## src/rtl/enemy_pkg.sv

```systemverilog
// Shared state encoding, LFSR taps and screen constants for the enemy control slice.
package enemy_pkg;

   typedef enum logic [2:0] {
      IDLE,
      SPAWN,
      DRAW,
      WAIT_FRAME,
      ERASE,
      UPDATE,
      CHECK,
      DELAY
   } state_t;

   // Feedback taps at bits 7, 5, 4 and 3 (x^8 + x^6 + x^5 + x^4 + 1, maximal length).
   localparam logic [7:0] LFSR_TAPS = 8'b1011_1000;

   localparam logic [2:0] COLOUR_BLACK = 3'b000;
   localparam logic [2:0] COLOUR_WHITE = 3'b111;

   localparam int SCREEN_W = 160;
   localparam int SCREEN_H = 120;

   // One left shift of the Fibonacci LFSR; the new bit 0 is the XOR of the tapped bits.
   function automatic logic [7:0] lfsr_step(input logic [7:0] value);
      return {value[6:0], ^(value & LFSR_TAPS)};
   endfunction

endpackage

```

## src/rtl/enemy_spawn_ctrl_lfsr8.sv

```systemverilog
// Free-running 8-bit Fibonacci LFSR used as the source of spawn randomness.
module lfsr8
   import enemy_pkg::*;
#(
   parameter logic [7:0] SEED = 8'hA5
) (
   input  logic       clk,
   input  logic       reset,
   output logic [7:0] state
);

   // Advance every clock; a nonzero seed keeps the register out of the all-zero lock-up state.
   always_ff @(posedge clk or posedge reset) begin
      if (reset) begin
         state <= SEED;
      end else begin
         state <= lfsr_step(state);
      end
   end

endmodule

```

## src/rtl/enemy_spawn_ctrl.sv

```systemverilog
// Enemy control FSM: spawns an enemy with random attributes, sequences draw/erase
// with the plotter once per frame, and reports escapes and kills.
module enemy_spawn_ctrl
   import enemy_pkg::*;
#(
   parameter int         FRAME_TICKS        = 833333,
   parameter int         SPAWN_DELAY_FRAMES = 30,
   parameter int         X_MAX              = 150,
   parameter logic [7:0] LFSR_SEED          = 8'hA5
) (
   input  logic       clk,
   input  logic       reset,
   input  logic       enable,
   input  logic       hit,
   input  logic       drawDone,
   input  logic       bottomReached,
   output logic       inResetState,
   output logic       inUpdatePositionState,
   output logic       drawReq,
   output logic       eraseMode,
   output logic [7:0] enemyXIn,
   output logic [3:0] speedIn,
   output logic [2:0] colourIn,
   output logic       escaped,
   output logic       killed
);

   localparam int FW = $clog2(FRAME_TICKS);
   localparam int DW = $clog2(SPAWN_DELAY_FRAMES + 1);
   localparam logic [FW-1:0] FRAME_LAST = FW'(FRAME_TICKS - 1);
   localparam logic [DW-1:0] DELAY_LAST = DW'(SPAWN_DELAY_FRAMES - 1);

   state_t        state;
   state_t        next_state;

   logic [7:0]    lfsr_value;
   logic [7:0]    spawn_x;
   logic [3:0]    spawn_speed;
   logic [2:0]    spawn_colour;

   logic [FW-1:0] frame_cnt;
   logic [DW-1:0] delay_cnt;
   logic          counting;
   logic          frame_wrap;
   logic          delay_done;

   logic          hit_pending;
   logic          hit_window;
   logic          hit_accept;
   logic          escape_now;

   lfsr8 #(
      .SEED (LFSR_SEED)
   ) u_lfsr (
      .clk   (clk),
      .reset (reset),
      .state (lfsr_value)
   );

   // Frame timing only runs in the two waiting states; a tick counts only while enabled,
   // so disabling the game parks the FSM with its counters frozen.
   assign counting   = (state == WAIT_FRAME) || (state == DELAY);
   assign frame_wrap = enable && (frame_cnt == FRAME_LAST);
   assign delay_done = frame_wrap && (delay_cnt == DELAY_LAST);

   // Hits count only while an enemy is alive on screen; a bottom decision in CHECK beats a same-cycle hit.
   assign escape_now = (state == CHECK) && bottomReached;
   assign hit_window = (state == DRAW) || (state == WAIT_FRAME) || (state == ERASE) ||
                       (state == UPDATE) || ((state == CHECK) && !bottomReached);
   assign hit_accept = hit && hit_window;

   // Map the raw LFSR value onto a legal spawn X, a speed of 1..4 and a visible colour.
   always_comb begin
      spawn_x      = lfsr_value;
      spawn_speed  = {2'b00, lfsr_value[1:0]} + 4'd1;
      spawn_colour = lfsr_value[4:2];
      if ({1'b0, lfsr_value} > 9'(X_MAX)) begin
         spawn_x = 8'({1'b0, lfsr_value} - 9'(X_MAX + 1));
      end
      if (lfsr_value[4:2] == COLOUR_BLACK) begin
         spawn_colour = COLOUR_WHITE;
      end
   end

   // State register; reset drops straight back to IDLE.
   always_ff @(posedge clk or posedge reset) begin
      if (reset) begin
         state <= IDLE;
      end else begin
         state <= next_state;
      end
   end

   // Next-state logic for the spawn / draw / move / erase loop.
   always_comb begin
      next_state = state;
      case (state)
         IDLE: begin
            if (enable) begin
               next_state = SPAWN;
            end
         end
         SPAWN: begin
            next_state = DRAW;
         end
         DRAW: begin
            if (drawDone) begin
               next_state = WAIT_FRAME;
            end
         end
         WAIT_FRAME: begin
            if (frame_wrap) begin
               next_state = ERASE;
            end
         end
         ERASE: begin
            if (drawDone) begin
               next_state = (hit_pending || hit_accept) ? DELAY : UPDATE;
            end
         end
         UPDATE: begin
            next_state = CHECK;
         end
         CHECK: begin
            next_state = bottomReached ? DELAY : DRAW;
         end
         DELAY: begin
            if (delay_done) begin
               next_state = enable ? SPAWN : IDLE;
            end
         end
         default: begin
            next_state = IDLE;
         end
      endcase
   end

   // Moore strobes decoded straight from the state so they follow an async reset immediately.
   always_comb begin
      inResetState          = 1'b0;
      inUpdatePositionState = 1'b0;
      drawReq               = 1'b0;
      eraseMode             = 1'b0;
      case (state)
         IDLE, SPAWN, DELAY: begin
            inResetState = 1'b1;
         end
         UPDATE: begin
            inUpdatePositionState = 1'b1;
         end
         DRAW: begin
            drawReq = 1'b1;
         end
         ERASE: begin
            drawReq   = 1'b1;
            eraseMode = 1'b1;
         end
         default: begin
         end
      endcase
   end

   // Capture the enemy attributes from the LFSR during the single SPAWN cycle.
   always_ff @(posedge clk or posedge reset) begin
      if (reset) begin
         enemyXIn <= 8'd0;
         speedIn  <= 4'd1;
         colourIn <= COLOUR_WHITE;
      end else if (state == SPAWN) begin
         enemyXIn <= spawn_x;
         speedIn  <= spawn_speed;
         colourIn <= spawn_colour;
      end
   end

   // Frame and delay counters; cleared whenever the FSM is outside the waiting states.
   always_ff @(posedge clk or posedge reset) begin
      if (reset) begin
         frame_cnt <= '0;
         delay_cnt <= '0;
      end else if (!counting) begin
         frame_cnt <= '0;
         delay_cnt <= '0;
      end else if (enable) begin
         if (frame_wrap) begin
            frame_cnt <= '0;
            if (state == DELAY) begin
               delay_cnt <= delay_cnt + DW'(1);
            end
         end else begin
            frame_cnt <= frame_cnt + FW'(1);
         end
      end
   end

   // Latch the first hit on the current enemy and report it once; an escape discards it.
   always_ff @(posedge clk or posedge reset) begin
      if (reset) begin
         hit_pending <= 1'b0;
         killed      <= 1'b0;
      end else begin
         killed <= hit_accept && !hit_pending;
         if ((state == SPAWN) || escape_now) begin
            hit_pending <= 1'b0;
         end else if (hit_accept) begin
            hit_pending <= 1'b1;
         end
      end
   end

   // One-cycle escape report when the enemy is seen at the bottom in CHECK.
   always_ff @(posedge clk or posedge reset) begin
      if (reset) begin
         escaped <= 1'b0;
      end else begin
         escaped <= escape_now;
      end
   end

endmodule
```

## config.mk

```make
export PLATFORM = sky130hd
export DESIGN_NAME = enemy_spawn_ctrl
export DESIGN_NICKNAME = d
export VERILOG_FILES = /design/src/rtl/enemy_pkg.sv /design/src/rtl/enemy_spawn_ctrl_lfsr8.sv /design/src/rtl/enemy_spawn_ctrl.sv
export SDC_FILE = /design/constraint.sdc
export NUM_CORES = 1
export LEC_CHECK = 0
export ABC_AREA = 1
export CORE_MARGIN = 4
export CORE_UTILIZATION = 35
export CTS_CLUSTER_SIZE = 28
export DETAILED_ROUTE_END_ITERATION = 6
export SYNTH_ARGS = -nofsm -noshare
export SYNTH_HDL_FRONTEND = slang
export SYNTH_SLANG_ARGS = --single-unit
```

## constraint.sdc

```tcl
create_clock -name clk -period 1.5 [get_ports clk]
set_input_delay 0.15 -clock clk [delete_from_list [all_inputs] [get_ports clk]]
set_output_delay 0.15 -clock clk [all_outputs]
set_load 0.03 [all_outputs]
```

==> results of run 1 <==
[cell usage after synthesis, types with 3 or more instances]
master,instances
nand4_1,13
nor3_1,5
nand2_2,6
xnor2_1,4
inv_2,8
a21oi_1,9
buf_6,3
nor2_1,48
nand2_4,3
nor3_2,4
nor2_2,9
o21ai_0,13
ha_1,7
nand2_1,128
nor2_4,5
dfrtp_1,45
xor2_1,6
nand3_1,27
dfstp_2,8
inv_1,37
[cell usage in the layout (no fill, tap or decap), types with 2 or more instances in the layout]
cell and count:
nand2_4 7, nand2_1 118, inv_1 29, inv_2 15, nor3_1 3, xnor2_1 4
o21ai_2 3, o21ai_1 4, nand4_1 13, nor3_2 6, dfrtp_2 5, o21ai_0 8
dlygate4sd2_1 13, dlymetal6s2s_1 2, nand3_2 3, nand3_4 2, dfrtp_1 40, ha_4 5
buf_12 2, xor2_1 6, clkbuf_8 5, clkdlybuf4s50_1 6, ha_1 2, nor2_1 38
nand2_2 13, a21oi_1 9, nor2_4 14, buf_4 48, inv_6 2, buf_6 2
nor3b_2 2, nor2_2 10, nand3_1 24, dfstp_2 8
[worst max-delay path, delay by kind of cell, from the launching register on]
family	cells	cell delay, ps
buf+inv	1	50
simple gates	8	660
fa+ha+maj	1	160
flops	1	550
[final cells by class]
cell class	instances	area (µm²)
Timing Repair Buffer	73	622
Multi-Input combinational cell	302	1780
Inverter	46	180
Fill cell	834	4520
Clock inverter	3	21.3
Sequential cell	53	1340
Clock buffer	5	68.8
Tap cell	108	135
[repair_timing]
item | CTS | global route
resized for setup | 38 | 52
hold buffers | 0 | 0
setup endpoints to repair | 40 | 42
buffers inserted | 7 | 7
gates cloned | 1 | 0
pin swaps | 17 | 18
[flip-flops by register name, indices dropped and copies added (netlist names)]
register,cells
escaped,1
colourIn,3
frame_cnt,20
u_lfsr.state,8
enemyXIn,8
killed,1
delay_cnt,5
speedIn,3
hit_pending,1
state,3
[per-layer routing]
metal	GRT usage (%)	vias up	share of wire, %
met5	0	-	0
met2	25.2	38	51
li1	-	1444	-
met1	19.7	1352	46
met4	2.93	0	0.80
met3	2.46	8	2.1
[stage by stage]
| stage | hold WS, ps | util (%) | power, W |
|---|---|---|---|
| floorplan | 328 | - | 0.00309 |
| global placement | 415 | 42.7 | 0.00360 |
| detailed placement | 418 | 42.7 | 0.00361 |
| CTS | 217 | 45.2 | 0.00462 |
| global route | 213 | 47.9 | 0.00521 |
| finish | 204 | 47.9 | 0.00486 |
[power by group]
part / internal, W / leakage, nW / switching (W)
logic: 0.000870 / 1.32 / 0.00140
registers: 0.00161 / 0.692 / 0.000152
clock network: 0.000332 / 0.0445 / 0.000492
total: 0.00281 / 2.06 / 0.00204
[cell families after synthesis]
group	after synthesis	share of synthesized area, %
xor+xnor	10	2.82
compound gates	29	5.15
simple gates	254	38.5
buf+inv	53	7.61
flops	53	43.0
fa+ha+maj	7	2.82
other cells	1	0.121
[final timing paths]
check	start	cells past startpoint	slack, ps	endpoint
min reg2reg	hit_pending$_DFFE_PP0P_	1	430	killed$_DFF_PP0_
min in group clk	hit_pending$_DFFE_PP0P_	1	430	killed$_DFF_PP0_
min	reset	3	200	delay_cnt[0]$_DFFE_PP0P_
max in group asynchronous	reset	3	1000	colourIn[2]$_DFFE_PP1P_
max reg2reg	u_lfsr.state[5]$_DFF_PP1_	10	-20	enemyXIn[4]$_DFFE_PP0P_
max	u_lfsr.state[5]$_DFF_PP1_	10	-20	enemyXIn[4]$_DFFE_PP0P_
==> impl_metrics.yaml, run 1 <==
run_status:
  run_status: "complete, but fails checks"
  violations: "setup timing"
routing:
  post_drt_wl_per_cell_um: 12.5
  vias: 2842
  drtIter0Drc: 92
  route.detailed.drc: 0
  drtAntennaViolNets: 0
  firstDrtPassIters: 4
  viasPerCell: 4.82
  wirelength_um: 7390
setup_path:
  endpoint_kind: "flop"
  crit_path_top_delay_cell: "dfstp_2"
  cpMostUsedCell: "nand2_1"
  cp.arrival_ps: 1730
  cp-start-kind: "flop"
  worstPathRequired_ps: 1710
  slowest_delay_ps: 550
  cp_max_fo: 5
  path_cells: "inv_2 -> ha_4 -> nand2_4 -> nor2_4 -> nand4_1 -> nand2_2 -> nand2_1 -> nand2_1 -> nand2_1 -> nand2_1"
  critPathKind: "reg2reg"
synthesis:
  synth_nets: 420
  synth.avg_cell_area_um2: 7.64
  synth-main-ff-cell: "dfrtp_1"
  yosys_warnings: 0
  ys_types: 34
  synth_area_um2: 3110
  synthTopCellsByArea: "dfrtp_1 (36%), nand2_1 (15%), dfstp_2 (6.8%), nor2_1 (5.8%), inv_1 (4.5%)"
  postSynth.asyncResetShare_pct: 100
  yosysTopAreaCell: "dfrtp_1"
  yosys_register_bits: 53
  yosysTopAreaCellShare_pct: 36.2
  synth-seq-area-share_pct: 43.0
  netlist_instances: 407
  synth_edf_count: 0
clocking:
  cts_made_buffers: 5
  cts_sinks: 53
  htreeDepth: 2
  clkTransAtPathRegs_ps: 100
  cts_tree: "done"
  clk_path_buf_depth: 2
  clk_latency_ps: 310
  clock-root-buffer: "clkbuf_8"
finish:
  drive_gt1_share_pct: 32.8
  stdcell_area_um2: 4150
  areaGrowthSynthToFinish_pct: 33.6
  antenna_cells: 0
  finalNonFillerCells: 590
  layout.nets: 494
placement:
  io_buffers: 25
  dp_hpwl_um: 5130
  routabilityCongestion: 0.886
  dp_cells: 569
  placed_cell_area_um2: 3710
  pre_cts_slack_ps: -147
sta:
  fin_ws_ps: -20.6
  setup_viol: 3
  max_freq_ghz: 0.658
  slew_violations: 0
  rsz0062_at_grt: "yes"
  skew_ps: 6.26
  fin_setup_tns_ps: -23.5
  fin_crit_ps: 1520
  finalHoldViolCount: 0
  fin_crit_sh_pct: 101
die:
  core_um2: 8680
  die_w_um: 102
  fp-row-count: 34
  initial_utilization_pct: 35.8
  dieHeight_um: 102
  die_area_um2: 10500
  ioPinCount: 27
grt:
  antenna_found_initial: 0
  grt_pass1_vias: 2775
  grt_use_total_pct: 14.7
  gr-total-overflow: 0
  grt_first_pass_wirelength_um: 12600
  grt_max_degree: 54
job:
  drv_cap: 0
power:
  power_leakage_nw: 2.06
  powerDensity_nw_per_um2: 1170
  vdd.ir_drop.worst_mv: 0.646
hold_path:
  hold_class: "in2async"
(Power assumes the default switching activity.)
==> inputs of run 2 (changes only) <==
--- a/config.mk
+++ b/config.mk
@@ -13,3 +13,4 @@
 export SYNTH_ARGS = -nofsm -noshare
 export SYNTH_HDL_FRONTEND = slang
 export SYNTH_SLANG_ARGS = --single-unit
+export TNS_END_PERCENT = 30
==> run 2 against run 1 <==
The flow still finishes with violations (setup timing). Flip-flop and latch count did not move. Clock skew rose by 0.92 ps. Clock power barely moved. Sequential share of layout area rose by 0.51 points. Total power fell by 1.6%. Sequential power barely moved. Largest cell class unchanged.
==> impl_metrics.yaml, run 2 (synthesis results as in run 1) <==
finish:
  regMostFlops: "frame_cnt"
  final_common_cell: "nand2_1"
  layout_common_cells: "nand2_1 (116), buf_4 (46), dfrtp_1 (39)"
  num-fill-cells: 846
  areaGrowthSynthToFinish_pct: 31.6
  final_util_pct: 47.2
  stdcell_area_um2: 4090
  drive_gt1_share_pct: 32.7
  layout.nets: 492
  finalNonFillerCells: 588
  reg_top3: "frame_cnt x20, enemyXIn x8, u_lfsr.state x8"
  multi_input_area_um2: 1750
  antenna_cells: 0
  seq_area_um2: 1340
  largest_reg_flops: 20
die:
  fp-row-count: 34
  die_w_um: 102
  ioPinCount: 27
  initial_utilization_pct: 35.8
  core_um2: 8680
  die_area_um2: 10500
  dieHeight_um: 102
sta:
  skew_ps: 7.19
  slew_violations: 0
  setup_viol: 5
  max_freq_ghz: 0.650
  fin_crit_sh_pct: 103
  finalHoldViolCount: 0
  fin_crit_ps: 1540
  fin_ws_ps: -39.0
  hold_ws_ps: 202
  rsz0062_at_grt: "yes"
clocking:
  clkTransAtPathRegs_ps: 100
  clk_latency_ps: 310
  cts_tree: "done"
  cts_made_buffers: 5
  clock-root-buffer: "clkbuf_8"
  cts_sinks: 53
  htreeDepth: 2
  clk_path_buf_depth: 2
grt:
  gr-total-overflow: 0
  grt_first_pass_wirelength_um: 12400
  grt_pass1_vias: 2735
  grt_use_total_pct: 14.6
  grt_max_degree: 54
  antenna_found_initial: 0
setup_path:
  cp-start-kind: "flop"
  critPathKind: "reg2reg"
  slowest_delay_ps: 550
  crit_path_top_delay_cell: "dfstp_2"
  cpMostUsedCell: "nand2_1"
  path_cells: "inv_2 -> ha_4 -> nand2_2 -> nor2_2 -> nand4_1 -> nand2_2 -> nand2_1 -> nand2_1 -> nand2_1 -> nand2_1"
  worstPathRequired_ps: 1710
  endpoint_kind: "flop"
  cp_max_fo: 5
  cp.arrival_ps: 1750
routing:
  post_drt_wl_per_cell_um: 12.4
  firstDrtPassIters: 5
  route.detailed.drc: 0
  viasPerCell: 4.81
  drtIter0Drc: 93
  drtAntennaViolNets: 0
  vias: 2830
  wirelength_um: 7270
power:
  vdd.ir_drop.worst_mv: 0.636
  power_leakage_nw: 2.04
  powerDensity_nw_per_um2: 1170
placement:
  placed_cell_area_um2: 3710
  dp_hpwl_um: 5130
  routabilityCongestion: 0.886
  io_buffers: 25
  dp_cells: 569
run_status:
  run_status: "complete, but fails checks"
  violations: "setup timing"
hold_path:
  hold_class: "in2async"
job:
  drv_cap: 0
-- run 2: cell count changes in the layout (fill, tap and decap cells not counted), moves of 3 or more --
cell	before	now
nand2_2	13	16
nor2_2	10	13
nor2_4	14	11
nor3_2	6	3
-- run 2: worst paths after layout --
check,startpoint,to,slack (ps),depth (start not counted)
setup / recovery,u_lfsr.state[5]$_DFF_PP1_,enemyXIn[4]$_DFFE_PP0P_,-40,10
hold / removal,reset,delay_cnt[0]$_DFFE_PP0P_,200,3
setup reg to reg,u_lfsr.state[5]$_DFF_PP1_,enemyXIn[4]$_DFFE_PP0P_,-40,10
hold reg to reg,hit_pending$_DFFE_PP0P_,killed$_DFF_PP0_,430,1
max in group asynchronous,reset,colourIn[2]$_DFFE_PP1P_,1000,3
min in group clk,hit_pending$_DFFE_PP0P_,killed$_DFF_PP0_,430,1
-- run 2: final cells by class --
type | count | area share (%)
clock buffers | 5 | 1.68
repair buffers | 71 | 14.6
multi-input cells | 302 | 42.7
clock inverters | 3 | 0.520
inverters | 46 | 4.34
well taps | 108 | 3.30
flip-flops and latches | 53 | 32.8
-- run 2: what timing repair did --
| action | in CTS | in global routing |
|---|---|---|
| hold buffers | 0 | 0 |
| setup buffers | 7 | 3 |
| gates cloned | 0 | 1 |
| endpoints found under the setup margin | 40 | 41 |
| gates resized for setup | 31 | 54 |
| pin swaps | 8 | 22 |
-- run 2: worst max-delay path, delay by kind of cell (launching register included) --
kind / cells / cell delay (ps)
buffers and inverters: 1 / 50
DFF: 1 / 550
adders and majority gates: 1 / 160
and+or+nand+nor: 8 / 670
-- run 2: metrics by stage --
step | power (W) | setup slack, ps | setup TNS [ps]
floorplan | 0.00309 | 21.9 | 0
global placement | 0.00360 | -128 | -1790
detailed placement | 0.00361 | -147 | -2210
CTS | 0.00462 | -24.1 | -59.0
global route | 0.00513 | -132 | -1650
finish | 0.00478 | -39.0 | -121
-- run 2: layer usage --
| metal | share of wire [%] | wire length [µm] | vias up | GRT usage [%] |
|---|---|---|---|---|
| met2 | 50 | 3640 | 44 | 24.6 |
| met1 | 47 | 3400 | 1338 | 19.7 |
| met3 | 2.4 | 176 | 11 | 2.46 |
| met5 | 0 | 0 | - | 0 |
| met4 | 0.77 | 56 | 0 | 2.93 |
| li1 | - | - | 1437 | - |
-- run 2: power by group --
| part | switching, W | internal (W) | total, W |
|---|---|---|---|
| clock | 0.000494 | 0.000332 | 0.000827 |
| combinational | 0.00135 | 0.000807 | 0.00216 |
| sequential | 0.000179 | 0.00161 | 0.00179 |
